<file path="src/rtl/vga_pkg.sv">
// vga_pkg: shared VGA display geometry, RGB444 colours, bar table and pattern modes
package vga_pkg;
  localparam int H_DISPLAY = 640;
  localparam int V_DISPLAY = 480;
  localparam logic [11:0] RGB_BLACK  = 12'h000;
  localparam logic [11:0] RGB_RED    = 12'hF00;
  localparam logic [11:0] RGB_GREEN  = 12'h0F0;
  localparam logic [11:0] RGB_BLUE   = 12'h00F;
  localparam logic [11:0] RGB_YELLOW = 12'hFF0;
  localparam logic [11:0] RGB_WHITE  = 12'hFFF;
  localparam logic [11:0] BAR_COLORS [5] = '{RGB_RED, RGB_GREEN, RGB_BLUE, RGB_YELLOW, RGB_WHITE};
  typedef enum logic [1:0] {
    MODE_SOLID    = 2'b00,
    MODE_BARS     = 2'b01,
    MODE_BOX      = 2'b10,
    MODE_BOX_BARS = 2'b11
  } mode_t;
  function automatic logic [11:0] bar_color(input logic [2:0] idx);
    return idx < 3'd5 ? BAR_COLORS[idx] : RGB_BLACK;
  endfunction
endpackage

</file>
<file path="src/rtl/box_mover.sv">
// box_mover: per-frame box position with bounce off the display walls
module box_mover
  import vga_pkg::*;
#(
  parameter int BOX_SIZE = 32,
  parameter int BOX_STEP = 2
) (
  input  logic        clk,
  input  logic        reset,
  input  logic        step,
  output logic [10:0] box_x,
  output logic [10:0] box_y
);
  localparam logic [10:0] X_MAX = 11'(H_DISPLAY - BOX_SIZE);
  localparam logic [10:0] Y_MAX = 11'(V_DISPLAY - BOX_SIZE);
  localparam logic [10:0] DELTA = 11'(BOX_STEP);
  logic right, down, hit_x, hit_y;
  logic [10:0] nx, ny;
  // a move that lands on or crosses the far wall parks the box on it and turns it around
  always_comb begin
    hit_x = right ? box_x + DELTA >= X_MAX : box_x < DELTA;
    hit_y = down ? box_y + DELTA >= Y_MAX : box_y < DELTA;
    nx = hit_x ? (right ? X_MAX : '0) : right ? box_x + DELTA : box_x - DELTA;
    ny = hit_y ? (down ? Y_MAX : '0) : down ? box_y + DELTA : box_y - DELTA;
  end
  // position and direction change only on the once-per-frame step
  always_ff @(posedge clk or negedge reset)
    if (!reset) begin
      box_x <= '0;
      box_y <= '0;
      right <= 1'b1;
      down  <= 1'b1;
    end else if (step) begin
      box_x <= nx;
      box_y <= ny;
      right <= right ^ hit_x;
      down  <= down ^ hit_y;
    end
endmodule

</file>
<file path="src/rtl/pixel_gen.sv">
// pixel_gen: two-stage VGA test-pattern pipeline; moving box built only with PIXEL_GEN_BOX_EN
module pixel_gen
  import vga_pkg::*;
#(
  parameter int BOX_SIZE = 32,
  parameter int BOX_STEP = 2
) (
  input  logic        clk,
  input  logic        reset,
  input  logic        tick,
  input  logic        hsync_in,
  input  logic        vsync_in,
  input  logic        video_on,
  input  logic [9:0]  pixelx,
  input  logic [9:0]  pixely,
  input  logic [1:0]  mode,
  input  logic [11:0] color,
  output logic [11:0] rgb,
  output logic        hsync,
  output logic        vsync
);
  logic [9:0] x1, y1;
  logic v1, hs1, vs1;
  mode_t m1;
  logic [11:0] bar, pix;
  assign bar = bar_color(x1[9:7]);
`ifdef PIXEL_GEN_BOX_EN
  logic [10:0] box_x, box_y;
  logic in_box;
  box_mover #(.BOX_SIZE(BOX_SIZE), .BOX_STEP(BOX_STEP)) u_box_mover (
    .clk,
    .reset,
    .step(tick && pixely == 10'(V_DISPLAY) && pixelx == '0),
    .box_x,
    .box_y
  );
  assign in_box = {1'b0, x1} >= box_x && {1'b0, x1} < box_x + 11'(BOX_SIZE) &&
                  {1'b0, y1} >= box_y && {1'b0, y1} < box_y + 11'(BOX_SIZE);
  assign pix = !v1 ? RGB_BLACK : m1 == MODE_SOLID ? color : m1 == MODE_BARS ? bar :
               in_box ? color : m1 == MODE_BOX ? RGB_BLACK : bar;
`else
  logic unused_box;
  assign unused_box = ^{y1, x1[6:0], BOX_SIZE[0], BOX_STEP[0]};
  assign pix = !v1 ? RGB_BLACK : m1 == MODE_SOLID ? color : bar;
`endif
  // stage 1: capture pixel context on each tick
  always_ff @(posedge clk or negedge reset)
    if (!reset) begin
      x1  <= '0;
      y1  <= '0;
      v1  <= 1'b0;
      hs1 <= 1'b0;
      vs1 <= 1'b0;
      m1  <= MODE_SOLID;
    end else if (tick) begin
      x1  <= pixelx;
      y1  <= pixely;
      v1  <= video_on;
      hs1 <= hsync_in;
      vs1 <= vsync_in;
      m1  <= mode_t'(mode);
    end
  // stage 2: registered colour with syncs kept aligned to it
  always_ff @(posedge clk or negedge reset)
    if (!reset) begin
      rgb   <= '0;
      hsync <= 1'b0;
      vsync <= 1'b0;
    end else if (tick) begin
      rgb   <= pix;
      hsync <= hs1;
      vsync <= vs1;
    end
endmodule

</file>
<file path="config.mk">
export PLATFORM = sky130hd
export DESIGN_NAME = pixel_gen
export DESIGN_NICKNAME = d
export VERILOG_FILES = /design/src/rtl/vga_pkg.sv /design/src/rtl/box_mover.sv /design/src/rtl/pixel_gen.sv
export SDC_FILE = /design/constraint.sdc
export NUM_CORES = 1
export LEC_CHECK = 0
export CAP_MARGIN = 0
export CORE_UTILIZATION = 34
export CTS_CLUSTER_DIAMETER = 100
export DETAILED_ROUTE_END_ITERATION = 8
export GPL_TIMING_DRIVEN = 0
export PLACE_DENSITY_LB_ADDON = 0.15
export SYNTH_ARGS = -nofsm -noshare
export SYNTH_HDL_FRONTEND = slang
export SYNTH_SLANG_ARGS = --single-unit
</file>
<file path="constraint.sdc">
create_clock -name clk -period 1.45 [get_ports clk]
set_clock_uncertainty 0.1 [all_clocks]
set_input_delay 0.29 -clock clk [delete_from_list [all_inputs] [get_ports clk]]
set_output_delay 0.29 -clock clk [all_outputs]
set_load 0.02 [all_outputs]
</file>
# Word-level counts from Yosys, hierarchy flattened
# Memories as Yosys holds them, arrays and structs flattened.
# Cells that the tools add are included.
# word_totals
regBits	29
romBits	96
in_bits	40
out_inout_bits	14
elab_cells	18
mem_count	1
# op_classes
n_lt_le_gt_ge	2
muxes	5
n_bitwise	1
reduce_logical	1
# mem_list
memory	words	word_bits	rd	rd_clocked_by_memory_dff	write_ports	line_no	rtl
(no name shown)	8	12	1	0	0	vga_pkg.sv:19	return idx < 3'd5 ? BAR_COLORS[idx] : RGB_BLACK;
# op_table
cell	count
two-way mux 12 bit	5
>= comparator 4 bit, second input constant	1
inverter 3 -> 4 bit	1
less-than comparator 3 bit, second input constant	1
zero test 2 bit	1

# Logic depth before layout (Yosys ltp)
# Gate-level depths: netlist (run 1).
# logic_depth
depth_word	7
depth_mapped	5
mapped_depth_nobuf	5

# Worst setup path after synthesis (run 1)
# OpenSTA, ideal clock, no wires.
# synth_path
path_type	reg2reg
startpoint	register x1[7]
endpoint	register rgb[0]
setup_ns	0.136
arrival_time_ns	1.190
t_required_ns	1.214
path_slack_ns	0.024
stages_incl_launch_ff	6
path_buffers	0
synth_period_minus_slack_ns	1.426
cell_sequence	dfrtp_1 > inv_1 > ha_1 > and2b_2 > nor3_1 > o32ai_1
# synth_between
elab_chain_len	7
elab_cells_between_ends	8
classes_between	1 x order compare; 5 x mux; 1 x bitwise; 1 x memory
# synth_rtl
item	line_no	rtl
start: declaration	pixel_gen.sv:22	logic [9:0] x1, y1;
start signal: assignment	pixel_gen.sv:56	x1 <= pixelx;
inverter 3 -> 4 bit (implied by the code)	vga_pkg.sv:19	
memory read (8 x 12 bit)	-	
two-way mux 12 bit (implied by the code) (2 in a row)	vga_pkg.sv:19	
two-way mux 12 bit (*)	vga_pkg.sv:19	
two-way mux 12 bit (*) (2 in a row)	pixel_gen.sv:44	assign pix = !v1 ? RGB_BLACK : m1 == MODE_SOLID ? color : bar;
end signal: assignment	pixel_gen.sv:70	rgb <= pix;
end: declaration	pixel_gen.sv:18	output logic [11:0] rgb,
# Every way passes the cells marked *; elsewhere a longest branch is shown, timed or not. The select of a mux whose other input is x is not followed.
# A chain may end at the register's enable or synchronous reset.

# Final worst setup path (run 1)
# layout_path
startpoint	register x1[8]
endpoint	register rgb[0]
# Same word-level chain as after synthesis.

==> results of run 1 <==
[report_power, final]
| part | switching [mW] | internal, mW | total, mW |
|---|---|---|---|
| combinational | 0.229 | 0.228 | 0.457 |
| sequential | 0.0431 | 0.691 | 0.734 |
| clock | 0.185 | 0.279 | 0.464 |
[logic make-up (layout without fill, tap and decap cells)]
family | Yosys count | in the layout | share of synthesized area [%]
multiplexers | 9 | 9 | 10.4
AO/OA/AOI/OAI | 13 | 13 | 11.3
flip-flops | 22 | 22 | 56.3
AND/OR/NAND/NOR | 23 | 23 | 13.0
buffers and inverters | 18 | 61 | 7.80
adder cells (fa/ha/maj) | 1 | 1 | 1.28
[cells in the final DEF, fill, tap and decap left out]
cell and n:
sky130_fd_sc_hd__clkdlybuf4s15_1 11, sky130_fd_sc_hd__o32ai_1 10, sky130_fd_sc_hd__o32ai_2 2, sky130_fd_sc_hd__buf_4 5, sky130_fd_sc_hd__clkbuf_2 1, sky130_fd_sc_hd__nor3_2 1
sky130_fd_sc_hd__or2_2 1, sky130_fd_sc_hd__nor3b_4 1, sky130_fd_sc_hd__dlygate4sd2_1 2, sky130_fd_sc_hd__ha_1 1, sky130_fd_sc_hd__inv_1 12, sky130_fd_sc_hd__clkbuf_4 3
sky130_fd_sc_hd__mux2_2 9, sky130_fd_sc_hd__and2b_2 3, sky130_fd_sc_hd__bufinv_16 1, sky130_fd_sc_hd__nor2_1 12, sky130_fd_sc_hd__buf_2 4, sky130_fd_sc_hd__nand2_1 2
sky130_fd_sc_hd__clkdlybuf4s50_1 21, sky130_fd_sc_hd__dfrtp_1 22, sky130_fd_sc_hd__nor3_4 2, sky130_fd_sc_hd__nor2_2 1, sky130_fd_sc_hd__inv_2 1, sky130_fd_sc_hd__o21ai_0 1
[worst paths after layout]
| kind | slack, ns | endpoint | from |
|---|---|---|---|
| worst max-delay path | -0.01 | rgb[0] | x1[8] |
| worst min-delay path | 0.18 | vsync | tick |
| worst max register to register | -0.01 | rgb[0] | x1[8] |
| worst min register to register | 0.42 | hs1 | hs1 |
| max in group asynchronous | 0.26 | x1[9] | reset |
| min in group asynchronous | 0.41 | rgb[2] | reset |
[registers in the layout, indices dropped and copies added (netlist names)]
name / cells
rgb: 12
x1: 3
m1: 2
hs1: 1
hsync: 1
v1: 1
vs1: 1
vsync: 1
[area by class of cell]
cell class | count | area share (%)
sequential | 22 | 37.1
timing repair buffer | 39 | 25.1
multi-input combinational | 46 | 26.4
clock inverter | 1 | 2.03
tap | 31 | 2.62
inverter | 13 | 3.29
buffer | 5 | 1.86
clock buffer | 3 | 1.52
[critical path, stage by stage, from the launching register on]
cell                      delay, ns
sky130_fd_sc_hd__dfrtp_1       0.41
sky130_fd_sc_hd__buf_4         0.15
sky130_fd_sc_hd__nor3b_4       0.23
sky130_fd_sc_hd__buf_4         0.16
sky130_fd_sc_hd__nor3_4        0.05
sky130_fd_sc_hd__o32ai_1       0.27
[what timing repair did]
action | 4_1_cts | 5_1_grt
setup buffers | 2 | 2
setup endpoints to repair | 22 | 24
pin swaps | 5 | 3
gates resized for setup | 20 | 15
[layer usage]
| layer | GRT usage [%] | routed length [um] | vias to the layer above |
|---|---|---|---|
| met3 | 3.72 | 132 | 2 |
| met2 | 23.4 | 998 | 27 |
| met1 | 18.2 | 906 | 367 |
| met4 | 7.86 | 18 | 0 |
| li1 | - | - | 381 |
| met5 | 0 | 0 | - |
==> results.md, run 1 <==
STA:
- Setup violations remaining at the end of the flow were counted as 4.
- Timing would allow up to ~700 MHz.
- The max-slew violation count is 0.
- The worst slew margin relative to its limit is a little over a third.
- The minimum clock period after layout is about 1.5 ns.
- The number of failing hold endpoints at the final stage was 0.
- The transition at the pin with the smallest max-transition slack is approximately 0.97 ns.
- Setup repair after global routing could not meet its margin everywhere.
- Hold timing on the final database bottoms out at a slack of 0.177 ns.
- The post-route clock period utilization is 101%.
- Once routing completed, OpenROAD measured the worst setup slack at -0.0116 ns.
- In the final timing run, aggregate negative setup slack is -0.0261 ns.

Yosys:
- After synthesis, the share of flip-flops with an asynchronous set or reset is 100%.
- In this run, synthesis inferred 0 flip-flops with an integrated enable.
- The gate count after technology mapping is between 80 and 90.
- The most used standard cell by instance count after synthesis is sky130_fd_sc_hd__dfrtp_1.
- The mapped netlist covers between 900 and 1000 um2.
- The flop and latch count out of synthesis is 22.
- The most used flip-flop cell after synthesis is sky130_fd_sc_hd__dfrtp_1.
- When the netlist entered floorplanning its net count stood at between 100 and 150.
- In this run the biggest area consumer among cell types represents 56.3% of the synthesized area.
- Sorting the synthesized cells by area gives the leading types as sky130_fd_sc_hd__dfrtp_1 (56%), sky130_fd_sc_hd__o32ai_1 (11%), sky130_fd_sc_hd__mux2_2 (10%), sky130_fd_sc_hd__inv_1 (5.0%), sky130_fd_sc_hd__nor2_1 (5.0%).
- The post-synthesis area per instance is between 10 and 15 um2.
- Counting instances in the post-synthesis netlist gives the leading cell types as sky130_fd_sc_hd__dfrtp_1 (22), sky130_fd_sc_hd__inv_1 (13), sky130_fd_sc_hd__nor2_1 (13), sky130_fd_sc_hd__o32ai_1 (12), sky130_fd_sc_hd__mux2_2 (9).
- The Yosys step of the flow raised 0 warnings.
- The leading area contributor after synthesis is sky130_fd_sc_hd__dfrtp_1.
- Sequential cells were found to cover between 50% and 60% of the synthesized design area.
- The number of distinct library cells after synthesis is 15.

Route:
- The count of nets left with antenna violations once routing finished came out at 0.
- The number of DRC violations after detailed routing is 0.
- The number of optimization iterations in the first detailed-route pass is 4.
- In this run, the number of DRC markers left after iteration 0 of detailed routing was 10.
- The detailed router placed between 700 and 800 vias in this run.
- The via density per instance is 4.86.
- After detailed routing, the total wire length is 2060 um.
- After detailed routing, the average wire length per cell comes to around 13 um.

Clocking:
- In this run the number of H-tree levels came out at 1.
- For this design, the CTS-stage hold fixing added 0 buffers.
- The clock passes through at most 2 buffers.
- The number of clock buffers inserted by TritonCTS is 3.
- The clock network latency to the later pin of the worst-skew pair is approximately 0.30 ns.
- The tree built by TritonCTS fans out to 22 sinks.
- The clock transition at the registers of the reported paths is 0.12 ns.
- The TritonCTS clock tree is built.
- The root buffer cell is sky130_fd_sc_hd__clkbuf_4.

Status:
- The final reports fail on setup timing.
- The flow ran to the end, but the final reports show violations.

Die:
- The number of placed I/O pins is 54.
- The area enclosed by the die boundary is a little over 3000 um2.
- The die is between 50 and 60 um wide.
- The floorplan step set the die height to about 56 um.
- The standard cell core area is around 2700 um2.
- In this run the core area contains 19 standard-cell rows.
- The effective utilization at floorplan is between 30% and 40%.

GRT:
- The number of antenna violations at the first check in global routing is 0.
- Global routing used about 15% of the available tracks across all layers.
- The via count of the first global-routing pass is roughly 830.
- The first-pass GRT wire length is between 3000 and 4000 um.
- The total global routing overflow is 0.
- Entering global routing, the biggest net connects 23 pins.

Power and ir drop:
- Dividing total power by cell area gives a power density of 1120 nW/um2.
- The largest voltage drop on the vdd net is 0.654 mV.
- For this design the static power due to leakage is ~0.65 nW.
- The overall power after layout is ~1.7 mW.

Cells and area:
- The area used by sequential logic in the layout is around 550 um2.
- Once layout is complete, the utilization of the core stands at a little over half.
- Relative to the synthesized area, the layout overhead comes to 51.5%.
- The share of post-route cells with drive strength above 1 is 27.1%.
- The count of filler cells inserted in the layout is roughly 260.
- The non-filler instance count after layout is 160.
- The number of diodes is 0.
- At the end of the flow, the number of nets in the layout was ~170.
- The multi-input combinational cells in the finished layout cover a total of 392 um2.
- After routing the design area is about 1500 um2.

Placed design:
- After detailed placement, the design holds a cell count of approximately 150.
- The post-placement cell area is 1370 um2.
- Routability-driven placement finished with a final weighted congestion of 0.721.
- Buffers placed on the I/O ports in this run total 35.
- The post-detailed-placement half-perimeter wirelength is around 1500 um.
- The worst slack at placement is -0.195 ns.

Worst setup path:
- The cell depth of the worst flop-to-flop path is 5.
- The kind of end point of the critical path is a flop.
- The critical path arrival is around 1.6 ns.
- The setup path with the least slack is of type reg -> reg.
- STA classifies the critical path startpoint as a flop.
- For the worst setup path, the data required time is 1.56 ns.
- The largest fanout on the critical path is 4.

Flow run:
- The tool flagged a number of max-cap violations equal to 0.

Worst hold path:
- The kind of path behind the tightest hold check is in -> reg.
- Along the worst hold path, the cell count comes to 2.
No activity file was read; power rests on OpenSTA's default activity.
==> inputs of run 2 (changes only) <==
- CAP_MARGIN: 0 -> default
- PLACE_DENSITY: default -> 0.75
- PLACE_DENSITY_LB_ADDON: 0.15 -> default
==> run 2 against run 1 <==
Compared with the run above:
- the flow still finishes with violations (setup timing)
- worst setup slack lost 0.012 ns
- sequential share of layout area shrank 3.0 points
- via count is 8.1% higher
- global-route usage is 0.78 points higher
- flip-flop and latch count is the same
- highest routed layer unchanged
- clock power down 28%
- design area is 8.9% higher
- combinational power increased by 20%
- first-iteration DRC count up 60%
- critical endpoint is now rgb[5]
- register-to-register slack about the same
==> results.md, run 2 (synthesized netlist as in run 1, its figures left out) <==
Status:
- The run finished, with violations left.
- The final reports fail on setup timing.

Die:
- The die covers ~3100 um2.
- The height of the die is ~56 um.
- The horizontal die dimension is approximately 56 um.
- The number of cell rows is 19.
- The effective utilization at floorplan is 35.8%.
- The number of placed I/O pins is 54.
- The core region is around 2700 um2.

Cells and area:
- The net total in the final layout is about 180.
- The finished cells cover 1620 um2.
- For this run, the share of the core covered by cells in the final layout is 59.1%.
- The count of filler cells inserted in the layout is 200.
- From synthesis to final layout, the design area changed by 65.1%.
- The register with the most flip-flops is rgb.
- Of the cells placed in the final design, the portion with a size suffix greater than 1 is 38.2%.
- Once layout is complete, the cells apart from fillers number between 150 and 200.
- In the final layout, the registers with the most flip-flops are rgb x12, x1 x3, m1 x2.
- Leaving out fill and tap cells, the most frequent cell in the layout is sky130_fd_sc_hd__dfrtp_1.
- The number of diodes is 0.
- The number of flip-flops under the largest register name is 12.
- In the layout the commonest cells are sky130_fd_sc_hd__dfrtp_1 (22), sky130_fd_sc_hd__clkdlybuf4s50_1 (21), sky130_fd_sc_hd__inv_1 (12).

STA:
- The tightest hold path in the finished design has a slack of between 0.15 and 0.2 ns.
- The max-slew violation count came to 0.
- For this run, the top clock speed supported by timing is between 600 and 700 MHz.
- The worst slew margin relative to its limit is a little over a third.
- At the pin with the least slew margin, the transition time is about 0.96 ns.
- After routing, the total negative slack on setup checks comes to -0.0412 ns.
- Setup violations remaining at the end of the flow were counted as 6.
- The final worst setup slack is -0.0233 ns.
- Subtracting the final worst setup slack from the clock period gives approximately 1.5 ns.
- Setup repair after global routing could not meet its margin everywhere.
- The number of failing hold endpoints at the final stage is 0.
- The final critical path takes up 102% of the cycle.

Power and ir drop:
- Summed over all cells, the static leakage comes to roughly 0.7 nW.
- In this run switching power makes up between 30% and 40% of total power.
- The overall power after layout is 1.62 mW.
- The power density normalized to cell area is between 1000 and 1500 nW/um2.
- Sequential cells account for a little under half of the total power.
- The analysis attributes to net switching a power of about 500 uW.
- The part of the power in the clock network is approximately a fifth.
- The largest voltage drop on the vdd net is approximately 0.70 mV.
- The internal portion of the total power is about 1.1 mW.
- In this run, the combinational gates consume 33.8% of the power.

GRT:
- Global routing consumed, on the met3 layer, roughly 3.5% of the routing resources.
- The number of antenna violations at the first check in global routing is 0.
- The via count of the first global-routing pass was around 860.
- met2 is the most crowded layer.
- Global routing consumed, on the met2 layer, approximately 29% of the routing resources.
- The first global-routing pass estimated 3730 um of wire.
- Global routing consumed, over all layers together, between 15 and 20% of the routing resources.
- The global-route track usage on met1 is approximately 16%.
- Entering global routing, the biggest net connects 23 pins.
- After global routing the overflow that remains totals 0.

Route:
- The average wire per cell in the routed design is 15.0 um.
- The total number of vias is 840.
- The number of DRC violations after detailed routing is 0.
- The via density per instance is 5.03.
- The routed wire length is around 2500 um.
- The number of optimization iterations in the first detailed-route pass is 4.
- Once detail routing completed, the nets flagged for antenna violations numbered 0.
- The iteration-0 DRC count of the detailed router is 16.

Clocking:
- Counting the buffers created by CTS gives 3.
- CTS built an H-tree with a depth of 1.
- Counting every sink on the clock net gives 22.
- The number of hold buffers added after CTS was 0.
- The clock tree buffer depth is 2.
- The clock reaches the later pin of the worst-skew pair after between 0.3 and 0.4 ns.
- After clock tree synthesis, the clock-pin slew on the worst setup and hold paths is about 0.11 ns.
- Clock tree synthesis selected as its root buffer the cell sky130_fd_sc_hd__clkbuf_4.
- TritonCTS built the clock tree.

Worst setup path:
- The endpoint identified for the worst register-to-register timing path is rgb[5].
- The start of the worst register-to-register path is x1[8].
- The kind of end point of the critical path is a flop.
- The signal on the critical path passes through buf_4 > nor3b_4 > buf_6 > nor3_4 > o32ai_2.
- The worst setup path is launched from a flop.
- The largest fanout on the critical path is 4.
- The cell depth of the worst flop-to-flop path is 5.
- The critical path arrival is about 1.6 ns.
- In this run the register-to-register setup slack is -0.02 ns.
- The startpoint-to-endpoint class of the critical path is reg -> reg.
- On the worst path, the slowest cell contributes a delay of ~0.44 ns.
- The required time of the critical path is between 1.5 and 2 ns.
- The slowest cell on the critical path is sky130_fd_sc_hd__dfrtp_1.

Worst hold path:
- The kind of path behind the tightest hold check is in -> reg.
- The startpoint identified for the worst hold timing path is tick.
- The terminating pin of the worst hold path is hsync.
- The instance count along the most critical hold path is 2.

Flow run:
- The total of max-cap violations is 0.

Placed design:
- Routability-driven placement finished with a final weighted congestion of approximately 0.65.
- The post-detailed-placement half-perimeter wirelength is between 1500 and 2000 um.
- The total of buffers placed on input and output ports is 35.
- After detailed placement, the design holds a cell count of 152.
- The post-placement cell area is between 1000 and 1500 um2.
- OpenSTA, run right after detailed placement, puts the worst setup slack at -0.170 ns.
run 2: worst max-delay path, delay by kind of cell (launching register included):
family / cells / cell delay, ns
flops: 1 / 0.44
simple gates: 2 / 0.26
compound gates: 1 / 0.27
buf+inv: 2 / 0.32
run 2: layer usage:
| metal | wire, um | up-vias | share of wire, % |
|---|---|---|---|
| met5 | 0 | - | 0 |
| met1 | 964 | 406 | 38 |
| met4 | 57 | 0 | 2.3 |
| li1 | - | 396 | - |
| met2 | 1340 | 32 | 53 |
| met3 | 145 | 6 | 5.8 |
run 2: how the worst max path moves through the flow:
stage | slack (ns) | start | end
final | -0.02 | x1[8] | rgb[5]
after global routing | -0.07 | x1[7] | rgb[9]
after CTS | -0.06 | x1[7] | rgb[9]
after detailed placement | -0.17 | x1[7] | rgb[2]
after global placement | -0.12 | x1[7] | rgb[0]
after floorplan | 0.02 | x1[7] | rgb[0]
run 2: layout make-up:
type / count / area (um2) / area share (%)
multi-input combinational: 46 / 480 / 29.7
tap: 31 / 38.8 / 2.40
timing repair buffer: 46 / 433 / 26.8
sequential: 22 / 551 / 34.1
clock buffer: 4 / 36.3 / 2.25
buffer: 5 / 27.5 / 1.70
inverter: 13 / 48.8 / 3.02
run 2: power by group through the flow:
stage	registers (mW)	clock network, mW	logic (mW)
finish	0.740	0.335	0.550
global route	0.749	0.366	0.589
CTS	0.734	0.342	0.467
detailed placement	0.753	0	0.447
global placement	0.748	0	0.436
floorplan	0.817	0	0.159
run 2: timing repair:
item                                    CTS  global route
pin swaps                                 5             9
cloned                                    0             0
buffers inserted                          9             2
endpoints found under the setup margin   22            24
resized for setup                        19            28
